File: config.mk
export PLATFORM = sky130hd
export DESIGN_NAME = freq_meter_flat
export DESIGN_NICKNAME = d
export VERILOG_FILES = /design/src/rtl/freq_meter_pkg.sv /design/src/rtl/freq_meter_if.sv /design/src/rtl/freq_meter_bcd_decade.sv /design/src/rtl/freq_meter.sv /design/src/flat_wrapper.sv
export SDC_FILE = /design/constraint.sdc
export NUM_CORES = 1
export LEC_CHECK = 0
export CORE_MARGIN = 2
export CORE_UTILIZATION = 35
export CTS_BUF_LIST = sky130_fd_sc_hd__clkbuf_4 sky130_fd_sc_hd__clkbuf_8
export CTS_CLUSTER_SIZE = 40
export DETAILED_ROUTE_END_ITERATION = 12
export PLACE_DENSITY_LB_ADDON = 0.2
export SLEW_MARGIN = 20
export SYNTH_ARGS = -nofsm -noshare
export SYNTH_HDL_FRONTEND = slang
export SYNTH_HIERARCHICAL = 1
export SYNTH_SLANG_ARGS = --single-unit
File: constraint.sdc
create_clock -name clk_inner -period 4.26 [get_ports clk_inner]
set_clock_uncertainty 0.15 [all_clocks]
set_input_delay 0.426 -clock clk_inner [delete_from_list [all_inputs] [get_ports clk_inner]]
set_output_delay 0.426 -clock clk_inner [all_outputs]
set_load 0.02 [all_outputs]
File: src/rtl/freq_meter_pkg.sv
// Shared constants and types for the frequency meter: BCD digit geometry
// and the gate length that gives a 1 s window on the 50 MHz board clock.
package freq_meter_pkg;

  localparam int DIGIT_W = 4;
  localparam logic [DIGIT_W-1:0] BCD_MAX = 4'd9;
  localparam int GATE_CYCLES_50MHZ = 50_000_000;

  typedef logic [DIGIT_W-1:0] bcd_digit_t;

endpackage

File: src/rtl/freq_meter_if.sv
// Signal bundle between the divider/display side and the frequency meter.
// The master modport is the meter itself; the slave side feeds it and reads results.
interface freq_meter_if #(
  parameter int DIGITS = 5
);
  import freq_meter_pkg::*;

  logic                      sig_div;
  logic                      hold;
  logic [DIGIT_W*DIGITS-1:0] freq_bcd;
  logic                      valid;
  logic                      ovf;

  modport master (
    input  sig_div,
    input  hold,
    output freq_bcd,
    output valid,
    output ovf
  );

  modport slave (
    output sig_div,
    output hold,
    input  freq_bcd,
    input  valid,
    input  ovf
  );

endinterface

File: src/rtl/freq_meter_bcd_decade.sv
// One BCD decade of the edge accumulator: counts 0..9, rolls over and
// raises carry in the same cycle so decades chain combinationally.
module freq_meter_bcd_decade
  import freq_meter_pkg::*;
(
  input  logic       clk,
  input  logic       rst_n,
  input  logic       clr,
  input  logic       inc,
  input  logic       sat,
  output bcd_digit_t digit,
  output logic       carry
);

  bcd_digit_t digit_q, digit_d;

  // Clear wins over increment so the window boundary restarts from zero.
  always_comb begin
    digit_d = digit_q;
    if (clr) begin
      digit_d = '0;
    end else if (inc && !sat) begin
      digit_d = (digit_q == BCD_MAX) ? '0 : digit_q + 4'd1;
    end
  end

  always_ff @(posedge clk) begin
    if (!rst_n) begin
      digit_q <= '0;
    end else begin
      digit_q <= digit_d;
    end
  end

  // Carry ignores sat: the top decade's carry is the overflow event itself.
  assign carry = inc && (digit_q == BCD_MAX);
  assign digit = digit_q;

endmodule

File: src/rtl/freq_meter.sv
// Gated edge counter: counts transitions of sig_div over GATE_CYCLES clocks
// and publishes the window total as packed BCD with a saturating overflow flag.
module freq_meter
  import freq_meter_pkg::*;
#(
  parameter int GATE_CYCLES = GATE_CYCLES_50MHZ,
  parameter int DIGITS      = 5
) (
  input logic         clk_inner,
  input logic         rst_n,
  freq_meter_if.master bus
);

  localparam int GATE_W = (GATE_CYCLES > 1) ? $clog2(GATE_CYCLES) : 1;
  localparam logic [GATE_W-1:0] GATE_LAST = GATE_W'(GATE_CYCLES - 1);
  localparam int BCD_W = DIGIT_W * DIGITS;

  typedef logic [BCD_W-1:0] bcd_vec_t;

  logic [GATE_W-1:0] gate_q, gate_d;
  logic              sig_prev_q, sig_prev_d;
  logic              ovf_sticky_q, ovf_sticky_d;
  bcd_vec_t          freq_bcd_q, freq_bcd_d;
  logic              ovf_q, ovf_d;
  logic              valid_q, valid_d;

  logic     edge_det;
  logic     tc;
  logic     ovf_evt;
  bcd_vec_t acc;
  bcd_vec_t latch_val;

  // Value the accumulator would take after this cycle's edge, pinned at all-9s on overflow.
  function automatic bcd_vec_t bcd_sat_inc(input bcd_vec_t val, input logic inc_in,
                                           input logic sat);
    bcd_vec_t   r;
    bcd_digit_t d;
    logic       c;
    r = val;
    c = inc_in;
    if (!sat) begin
      for (int k = 0; k < DIGITS; k++) begin
        d = val[DIGIT_W*k +: DIGIT_W];
        if (c) begin
          if (d == BCD_MAX) begin
            d = '0;
          end else begin
            d = d + 4'd1;
            c = 1'b0;
          end
        end
        r[DIGIT_W*k +: DIGIT_W] = d;
      end
    end
    return r;
  endfunction

  assign edge_det = bus.sig_div ^ sig_prev_q;
  assign tc       = (gate_q == GATE_LAST);

  for (genvar k = 0; k < DIGITS; k++) begin : g_dec
    logic inc_k;
    logic carry_k;
    if (k == 0) begin : g_lsd
      assign inc_k = edge_det;
    end else begin : g_msd
      assign inc_k = g_dec[k-1].carry_k;
    end
    freq_meter_bcd_decade u_dec (
      .clk   (clk_inner),
      .rst_n (rst_n),
      .clr   (tc),
      .inc   (inc_k),
      .sat   (ovf_evt),
      .digit (acc[DIGIT_W*k +: DIGIT_W]),
      .carry (carry_k)
    );
  end

  // A carry out of the top decade means an edge arrived while every decade read 9.
  assign ovf_evt = g_dec[DIGITS-1].carry_k;

  always_comb begin
    gate_d       = tc ? '0 : gate_q + GATE_W'(1);
    sig_prev_d   = bus.sig_div;
    ovf_sticky_d = tc ? 1'b0 : (ovf_sticky_q | ovf_evt);
    latch_val    = bcd_sat_inc(acc, edge_det, ovf_evt);
    freq_bcd_d   = freq_bcd_q;
    ovf_d        = ovf_q;
    valid_d      = 1'b0;
    if (tc && !bus.hold) begin
      freq_bcd_d = latch_val;
      ovf_d      = ovf_sticky_q | ovf_evt;
      valid_d    = 1'b1;
    end
  end

  always_ff @(posedge clk_inner) begin
    if (!rst_n) begin
      gate_q       <= '0;
      sig_prev_q   <= 1'b0;
      ovf_sticky_q <= 1'b0;
      freq_bcd_q   <= '0;
      ovf_q        <= 1'b0;
      valid_q      <= 1'b0;
    end else begin
      gate_q       <= gate_d;
      sig_prev_q   <= sig_prev_d;
      ovf_sticky_q <= ovf_sticky_d;
      freq_bcd_q   <= freq_bcd_d;
      ovf_q        <= ovf_d;
      valid_q      <= valid_d;
    end
  end

  assign bus.freq_bcd = freq_bcd_q;
  assign bus.valid    = valid_q;
  assign bus.ovf      = ovf_q;

endmodule

File: src/flat_wrapper.sv
// flat-port wrapper written by rule: the top's interface ports become plain ports
module freq_meter_flat import freq_meter_pkg::*;
#(
  parameter int GATE_CYCLES = GATE_CYCLES_50MHZ,
  parameter int DIGITS      = 5
)
  (clk_inner, rst_n, bus_sig_div, bus_hold, bus_freq_bcd, bus_valid, bus_ovf);
  freq_meter_if #(.DIGITS(DIGITS)) bus_i ();
  input logic clk_inner;
  input logic rst_n;
  input wire logic [$bits(bus_i.sig_div)-1:0] bus_sig_div;
  input wire logic [$bits(bus_i.hold)-1:0] bus_hold;
  output wire logic [$bits(bus_i.freq_bcd)-1:0] bus_freq_bcd;
  output wire logic [$bits(bus_i.valid)-1:0] bus_valid;
  output wire logic [$bits(bus_i.ovf)-1:0] bus_ovf;
  assign bus_i.sig_div = bus_sig_div;
  assign bus_i.hold = bus_hold;
  assign bus_freq_bcd = bus_i.freq_bcd;
  assign bus_valid = bus_i.valid;
  assign bus_ovf = bus_i.ovf;
  freq_meter #(.GATE_CYCLES(GATE_CYCLES), .DIGITS(DIGITS)) u_core (.clk_inner(clk_inner), .rst_n(rst_n), .bus(bus_i));
endmodule
* Word-level counts from Yosys, hierarchy flattened
Index checks and enable logic that the tools add are counted.
Storage, ports and cells: bits in registers 70
Cells by class: add/sub/neg operators 6, equal/unequal tests 6, mux-type cells 24, bitwise operators 3, reduce and logical (&&, ||, !) cells 14
Operators with widths (number):
- $mux W4 | 10
- $add A26 B1 Y26 const B | 1
- $eq A26 B26 Y1 const B | 1
- $add A4 B1 Y4 const B | 5
- $eq A4 B4 Y1 const B | 5
- $mux W20 | 1
- $mux W1 | 13
- $logic_and A1 B1 Y1 | 11
- $logic_not A1 Y1 | 2
- $reduce_or A2 Y1 | 1
- $not A1 Y1 | 1
- $or A1 B1 Y1 | 1
- $xor A1 B1 Y1 | 1

* Longest topological paths before layout
Gate-level depths: netlist of the first run.
depth in word-level cells 15, gate-level depth with buffers 17

* Hierarchy
The synthesis of the first run kept the hierarchy.
By module, submodules not included:
- freq_meter | times used 1, cells each 286, area an instance 2498.6 sq um, seq. area each 1001.0 sq um
- freq_meter_bcd_decade | times used 5, cells each 23, area an instance 206.4 sq um, seq. area each 80.1 sq um

* Worst setup path after synthesis of the first run
Ideal clock, no wire load.
path type input port to flip-flop, start input bus_sig_div, end register u_core.freq_bcd_q[19], in the netlist u_core/bus.freq_bcd[19], setup time 141 ps, arrival 3362 ps, data required time 3969 ps, slack 607 ps, cell stages on the path 17, cells stage by stage xor2_2 > nand3_1 > nor2_1 > nand3_1 > nor2_1 > nand3_1 > nor2_1 > nand3_1 > nor2_1 > nand3_1 > nor2_1 > nor2b_1 > nand3_1 > clkbuf_1 > nor2_1 > mux2i_1 > a31oi_1
Between the ends: elaborated cells on any way between the ends 16, those cells by class 10 x mux; 1 x bitwise; 5 x reduce/logical
RTL lines:
- start, declared | RTL line flat_wrapper.sv:11 | input wire logic [$bits(bus_i.sig_div)-1:0] bus_sig_div;
- $xor A1 B1 Y1 | RTL line freq_meter.sv:58 | assign edge_det = bus.sig_div ^ sig_prev_q;
- $logic_and A1 B1 Y1 | RTL line freq_meter_bcd_decade.sv:36 | assign carry = inc && (digit_q == BCD_MAX);
- named net u_core.g_dec[0].carry_k | RTL line freq_meter.sv:63 | logic carry_k;
- $logic_and A1 B1 Y1 | RTL line freq_meter_bcd_decade.sv:36
- named net u_core.g_dec[1].carry_k | RTL line freq_meter.sv:63
- $logic_and A1 B1 Y1 | RTL line freq_meter_bcd_decade.sv:36
- named net u_core.g_dec[2].carry_k | RTL line freq_meter.sv:63
- $logic_and A1 B1 Y1 | RTL line freq_meter_bcd_decade.sv:36
- named net u_core.g_dec[3].carry_k | RTL line freq_meter.sv:63
- $logic_and A1 B1 Y1 | RTL line freq_meter_bcd_decade.sv:36
- named net u_core.g_dec[4].carry_k | RTL line freq_meter.sv:63
- $mux W20 | RTL line freq_meter.sv:41 | if (!sat) begin
- end signal, assigned | RTL line freq_meter.sv:110 | freq_bcd_q <= freq_bcd_d;
- end, declared | RTL line freq_meter.sv:23 | bcd_vec_t freq_bcd_q, freq_bcd_d;
The timed path passes the listed nets, and every way through them passes these cells. The select of a mux whose other input is x is not followed. A chain may end at the register's enable or synchronous reset.

* Worst setup path after layout of the first run
start input bus_sig_div, end register u_core.freq_bcd_q[19], in the netlist u_core/bus.freq_bcd[19]
Between the ends: elaborated cells on any way between the ends 16, those cells by class 10 x mux; 1 x bitwise; 5 x reduce/logical
RTL lines:
- $xor A1 B1 Y1 | RTL line freq_meter.sv:58
- named net u_core.edge_det | RTL line freq_meter.sv:27 | logic edge_det;
- $logic_and A1 B1 Y1 | RTL line freq_meter_bcd_decade.sv:36
- named net u_core.g_dec[0].carry_k | RTL line freq_meter.sv:63
- $logic_and A1 B1 Y1 | RTL line freq_meter_bcd_decade.sv:36
- named net u_core.g_dec[1].carry_k | RTL line freq_meter.sv:63
- $logic_and A1 B1 Y1 | RTL line freq_meter_bcd_decade.sv:36
- named net u_core.g_dec[2].carry_k | RTL line freq_meter.sv:63
- $logic_and A1 B1 Y1 | RTL line freq_meter_bcd_decade.sv:36
- named net u_core.g_dec[3].carry_k | RTL line freq_meter.sv:63
- $logic_and A1 B1 Y1 | RTL line freq_meter_bcd_decade.sv:36
- named net u_core.g_dec[4].carry_k | RTL line freq_meter.sv:63
- $mux W20 | RTL line freq_meter.sv:41
The timed path passes the listed nets, and every way through them passes these cells. The select of a mux whose other input is x is not followed.

==> results.json, run 1 <==
{
  "outcome": "finished, final reports clean",
  "total_power_mw": 1.270,
  "worst_setup_path_start_kind": "input pin",
  "ys_top_cells_by_area": "dfxtp_1, nor2_1, xor2_1",
  "postLayoutCoreUtil_pct": 42.09,
  "synthCells": 401,
  "die_w_um": 104.4,
  "clk_path_buf_depth": 2,
  "drc": 0,
  "overflow": 0,
  "async_flop_share_pct": 0,
  "clkLatencyLatePin_ns": 0.35,
  "setup_viol": 0,
  "p_leak_nw": 1.335,
  "synth_fp_nets": 406,
  "wl_per_cell_um": 13.50,
  "p_seq_share_pct": 52.7,
  "antenna_cells": 0,
  "p_switching_uw": 299.2,
  "vias": 2854,
  "p_clk_share_pct": 43.7,
  "synth_area_per_cell_um2": 8.805,
  "synth_area_um2": 3531,
  "antenna_found_initial": 0,
  "clk_pin_slew_ns": 0.08,
  "ir_drop_v": 0.0001772,
  "period_minus_slack_ns": 3.659,
  "area_growth_pct": 16.51,
  "initial_core_util_pct": 36.12,
  "place_hpwl_um": 5233,
  "ys_types": 47,
  "timing.fmax_ghz": 0.2733,
  "finalCritPeriodShare_pct": 85.90,
  "synthMostInstantiatedCell": "dfxtp_1",
  "finalSetupTns_ns": 0,
  "grt_pass1_vias": 2730,
  "cts_made_buffers": 9,
  "crit_family": "simple AND/OR/NAND/NOR gates",
  "ys_warn_count": 6,
  "grt_pass1_wl_um": 13230,
  "cp-end-kind": "flop",
  "max_stage_delay_ns": 0.51,
  "rsz0062_at_grt": "false",
  "worstPathArrival_ns": 3.71,
  "hold_buffers": 0,
  "clock-root-buffer": "clkbuf_8",
  "place_congestion": 0.8020,
  "p_int_uw": 970.5,
  "power.density_nw_per_um2": 308.6,
  "hold_class": "flop to flop",
  "cts_tree": "done",
  "ios": 26,
  "rows": 36,
  "synth-seq-area-share_pct": 39.69,
  "numClockSinks": 70,
  "nFillCells": 1020,
  "drtIter0Drc": 126,
  "cap_violations": 0,
  "crit_chain": "clkdlybuf4s50_1 -> xor2_2 -> nand3_1 -> nor2_1 -> nand3_1 -> nor2_1 -> nand3_1 -> nor2_1 -> nand3_1 -> nor2_1 -> nand3_1 -> nor2_1 -> nor2b_1 -> nand3_1 -> nor2_1 -> mux2i_1 -> a31oi_1",
  "cp_max_fo": 12,
  "synth_edf_count": 0,
  "design_area_um2": 4114,
  "crit_type": "input pin to flop",
  "first_pass_iters": 4,
  "drt_wl_total_um": 7680,
  "hold_violations": 0,
  "nets": 436,
  "gr-usage-all-layers_pct": 14.77,
  "combPwrFrac_pct": 3.6,
  "postCtsSetupBuffers": 0,
  "die_y_um": 104.4,
  "die_area_um2": 10910,
  "ant_nets": 0,
  "portBuffers": 25,
  "core-area_um2": 9774,
  "viasPerCell": 5.016,
  "post_cts_resized": 0,
  "cp.buffers_inverters": 1,
  "drive_above_1_share_pct": 11.01,
  "ys_ff_latch": 70,
  "slowest_stage": "clkdlybuf4s50_1",
  "swShare_pct": 23.56,
  "synth_top_area_share_pct": 39.69,
  "yosys.area.top_type": "dfxtp_1",
  "synth_ff_type": "dfxtp_1",
  "report.final.slew_viol_count": 0,
  "synth_commonest_cells": "dfxtp_1, nor2_1, o21ai_0",
  "slew_headroom_pct": 32.44,
  "cts_htree_levels": 3,
  "grt_max_degree": 28,
  "critical_path_required_ns": 4.31,
  "placement.cell_area_um2": 3910,
  "tightest_slew_ns": 1.013
}
[stage by stage]
step           setup WS [ns]  hold slack [ns]  cells
4_1_cts               0.6087           0.3160    569
3_5_place_dp          0.2303           0.2970    553
3_3_place_gp          0.3996           0.2903    553
2_1_floorplan         0.6066           0.2719    401
6_report              0.6007           0.3115    569
5_1_grt               0.2054           0.3483    569
[sequential cells by signal, summed over array words and instances, names as in the netlist]
signal,flops
u_core/ovf_sticky_q,1
u_core/g_dec.u_dec/digit,20
u_core/bus.freq_bcd,20
u_core/bus.valid,1
u_core/sig_prev_q,1
u_core/gate_q,26
u_core/bus.ovf,1
[cell families after synthesis]
group | Yosys count | synth area share, %
xor+xnor | 44 | 11.13
mux | 3 | 0.8505
flops | 70 | 39.69
fa+ha+maj | 1 | 0.3543
simple gates | 205 | 34.66
buf+inv | 16 | 2.551
compound gates | 62 | 10.77
[final timing paths]
check	slack (ns)	to	from	cells after the start
worst max-delay path	0.60	u_core/bus.freq_bcd[19]$_SDFFE_PN0P_	bus_sig_div	17
worst min-delay path	0.31	u_core/gate_q[0]$_SDFF_PP0_	u_core/gate_q[0]$_SDFF_PP0_	1
worst min register to register	0.31	u_core/gate_q[0]$_SDFF_PP0_	u_core/gate_q[0]$_SDFF_PP0_	1
worst max register to register	0.67	u_core/bus.freq_bcd[19]$_SDFFE_PN0P_	u_core/g_dec[0].u_dec/digit[3]$_SDFFE_PP0P_	16
[power groups by stage]
stage	Combinational, mW	Clock, mW	Sequential (mW)
finish	0.0453	0.555	0.669
global route	0.0505	0.605	0.671
CTS	0.0463	0.577	0.669
detailed placement	0.0460	0	0.685
global placement	0.0452	0	0.685
floorplan	0.0321	0	0.682
[layout make-up]
class / count / area (um2) / share of cell area [%]
clock buffers: 11 / 145.1 / 3.528
clock inverters: 5 / 58.81 / 1.429
inverters: 6 / 22.52 / 0.5474
multi-input cells: 315 / 2039 / 49.57
flip-flops and latches: 70 / 1401 / 34.06
well taps: 133 / 166.4 / 4.045
repair buffers: 29 / 280.3 / 6.813
[cells in the final DEF (no fill, tap or decap), types with 2 or more instances in the layout]
cell type        count
nor4_4               2
nor2b_1             19
nand2b_1             7
clkinvlp_4           2
and2b_2              5
a31oi_1             11
xor2_1              22
nor3_1               9
and2_1               3
and3_1               4
and4bb_2             2
nand3b_2             5
nand4_1             12
inv_1                6
a21oi_2              5
mux2i_1              3
clkdlybuf4s50_1     25
clkbuf_8            10
nand4b_1             6
nand4bb_1            5
nand3_1             16
a211oi_1             5
nor3b_1              6
buf_4                4
nand3b_1             2
o21ai_0             26
nor2_1              60
or3_1                6
nand2_1             24
and4_1               3
a211oi_2             3
xnor2_1             21
dfxtp_1             70
a21oi_1             10
[layer usage]
metal	global-route usage (%)	up-vias	part of all wire (%)
met1	19.03	1326	48
met3	4.887	9	4.8
met2	23.39	51	46
li1	-	1468	-
met5	0	-	0
met4	4.537	0	1.1
(Power assumes the default switching activity.)
==> run 2: changes to the inputs <==
--- a/config.mk
+++ b/config.mk
@@ -6,7 +6,7 @@
 export NUM_CORES = 1
 export LEC_CHECK = 0
 export CORE_MARGIN = 2
-export CORE_UTILIZATION = 35
+export CORE_UTILIZATION = 45
 export CTS_BUF_LIST = sky130_fd_sc_hd__clkbuf_4 sky130_fd_sc_hd__clkbuf_8
 export CTS_CLUSTER_SIZE = 40
 export DETAILED_ROUTE_END_ITERATION = 12
==> run 2 against run 1 <==
Effect of this change: sequential power about the same; cell count fell by 5.4%; sequential cell count unchanged; first-iteration DRC count shrank 14%; clock power barely moved; utilization is 11 points higher; critical path type unchanged.
==> results.json, run 2 (same netlist as run 1, synthesis figures left out) <==
{
  "hold_buffers": 0,
  "vias": 2820,
  "r2r_end": "u_core/bus.freq_bcd[19]$_SDFFE_PN0P_",
  "nFillCells": 739,
  "worst_setup_path_start_kind": "input pin",
  "die_w_um": 92.58,
  "post_cts_resized": 0,
  "first_pass_iters": 4,
  "power.density_nw_per_um2": 311.3,
  "rsz0062_at_grt": "false",
  "placement.cell_area_um2": 3871,
  "worstPathArrival_ns": 3.75,
  "report.final.slew_viol_count": 0,
  "cp_max_fo": 12,
  "cts_tree": "done",
  "largest_register_ffs": 26,
  "total_power_mw": 1.268,
  "drtIter0Drc": 108,
  "multi_input_area_um2": 2039,
  "place_congestion": 0.7932,
  "ios": 26,
  "clk_path_buf_depth": 2,
  "die_y_um": 92.58,
  "clk_pin_slew_ns": 0.08,
  "clkLatencyLatePin_ns": 0.34,
  "clock-root-buffer": "clkbuf_8",
  "grt_pass1_wl_um": 12410,
  "numClockSinks": 70,
  "tightest_slew_ns": 0.9933,
  "reg2reg_setup_slack_ns": 0.65,
  "min_from": "u_core/ovf_sticky_q$_SDFF_PP0_",
  "crit_type": "input pin to flop",
  "postCtsSetupBuffers": 0,
  "ant_nets": 0,
  "grt_max_degree": 28,
  "period_minus_slack_ns": 3.703,
  "timing.fmax_ghz": 0.2700,
  "regToRegStartpoint": "u_core/g_dec[0].u_dec/digit[3]$_SDFFE_PP0P_",
  "gr-usage-all-layers_pct": 18.29,
  "ir_drop_v": 0.0001392,
  "crit_path_start": "bus_sig_div",
  "top_register": "u_core/gate_q",
  "whs_endpoint": "u_core/ovf_sticky_q$_SDFF_PP0_",
  "drive_above_1_share_pct": 11.01,
  "antenna_found_initial": 0,
  "wl_per_cell_um": 13.71,
  "cts_htree_levels": 3,
  "initial_core_util_pct": 46.17,
  "slew_headroom_pct": 33.78,
  "place_inst": 522,
  "final_common_cell": "dfxtp_1",
  "antenna_cells": 0,
  "drt_wl_total_um": 7378,
  "cts_made_buffers": 9,
  "finalCritPeriodShare_pct": 86.94,
  "overflow": 0,
  "fin_cells": 538,
  "min_path_cells": 2,
  "die_area_um2": 8571,
  "rows": 32,
  "portBuffers": 25,
  "drc": 0,
  "place_hpwl_um": 4973,
  "setup_viol": 0,
  "final_cell_mix": "dfxtp_1, nor2_1, o21ai_0, clkdlybuf4s50_1, nand2_1",
  "nets": 436,
  "hold_class": "flop to flop",
  "area.sequential_um2": 1401,
  "fin_hold_ws_ns": 0.3235,
  "cp-end-kind": "flop",
  "outcome": "finished, final reports clean",
  "core-area_um2": 7647,
  "viasPerCell": 5.242,
  "finalSetupTns_ns": 0,
  "area_growth_pct": 15.41,
  "grt_pass1_vias": 2613,
  "p_leak_nw": 1.345,
  "r2r_cells": 16,
  "design_area_um2": 4075,
  "cap_violations": 0,
  "critical_path_required_ns": 4.30,
  "hold_violations": 0
}
==> run 2: cell types whose count changed in the layout (fill, tap and decap cells not counted) <==
cell	delta
clkinv_4	-1
clkinv_2	+2
clkbuf_8	+1
clkinvlp_4	-2
==> run 2: where the power goes <==
group	internal [mW]	switching, mW
Clock	0.306	0.247
Sequential	0.660	0.00986
Combinational	0.0183	0.0278
==> run 2: layout make-up <==
cell class / instances / area share, %
Clock buffer: 12 / 3.899
Clock inverter: 4 / 1.105
Timing Repair Buffer: 29 / 6.877
Inverter: 6 / 0.5527
Multi-Input combinational cell: 315 / 50.05
Tap cell: 102 / 3.132
Sequential cell: 70 / 34.39
==> run 2: how the worst max path moves through the flow <==
stage	end	slack (ns)	depth (start not counted)
finish	u_core/bus.freq_bcd[19]$_SDFFE_PN0P_	0.56	17
global route	u_core/bus.freq_bcd[19]$_SDFFE_PN0P_	0.13	17
CTS	u_core/bus.freq_bcd[19]$_SDFFE_PN0P_	0.58	17
detailed placement	u_core/bus.freq_bcd[19]$_SDFFE_PN0P_	0.24	17
global placement	u_core/bus.freq_bcd[19]$_SDFFE_PN0P_	0.42	17
floorplan	u_core/bus.freq_bcd[19]$_SDFFE_PN0P_	0.61	17
==> run 2: per-stage QoR <==
step	worst slack [ns]	util, %
after detailed placement	0.2364	50.62
after global routing	0.1270	53.29
after floorplan	0.6066	-
final	0.5566	53.29
after global placement	0.4179	50.62
after CTS	0.5757	53.29
==> run 2: worst max-delay path: stages <==
cell and delay [ns]:
clkdlybuf4s50_1 0.51, xor2_2 0.16, nand3_1 0.09, nor2_1 0.24, nand3_1 0.12, nor2_1 0.28, nand3_1 0.11, nor2_1 0.25
nand3_1 0.12, nor2_1 0.22, nand3_1 0.10, nor2_1 0.15, nor2b_1 0.13, nand3_1 0.38, nor2_1 0.15, mux2i_1 0.18
a31oi_1 0.11
==> run 2: per-layer routing <==
| layer | part of all wire, % | GRT usage (%) | vias to the layer above | wire length (um) |
|---|---|---|---|---|
| li1 | - | - | 1474 | - |
| met1 | 50 | 24.90 | 1291 | 3691 |
| met2 | 45 | 28.35 | 46 | 3287 |
| met3 | 3.9 | 3.336 | 9 | 286 |
| met4 | 1.5 | 7.960 | 0 | 113 |
| met5 | 0 | 0 | - | 0 |
==> run 3: changes to the inputs <==
--- a/config.mk
+++ b/config.mk
@@ -8,7 +8,7 @@
 export CORE_MARGIN = 2
 export CORE_UTILIZATION = 45
 export CTS_BUF_LIST = sky130_fd_sc_hd__clkbuf_4 sky130_fd_sc_hd__clkbuf_8
-export CTS_CLUSTER_SIZE = 40
+export CTS_CLUSTER_SIZE = 25
 export DETAILED_ROUTE_END_ITERATION = 12
 export PLACE_DENSITY_LB_ADDON = 0.2
 export SLEW_MARGIN = 20
==> results of run 3 <==
No change in the layout: final DEF, timing and power equal those of run 2.
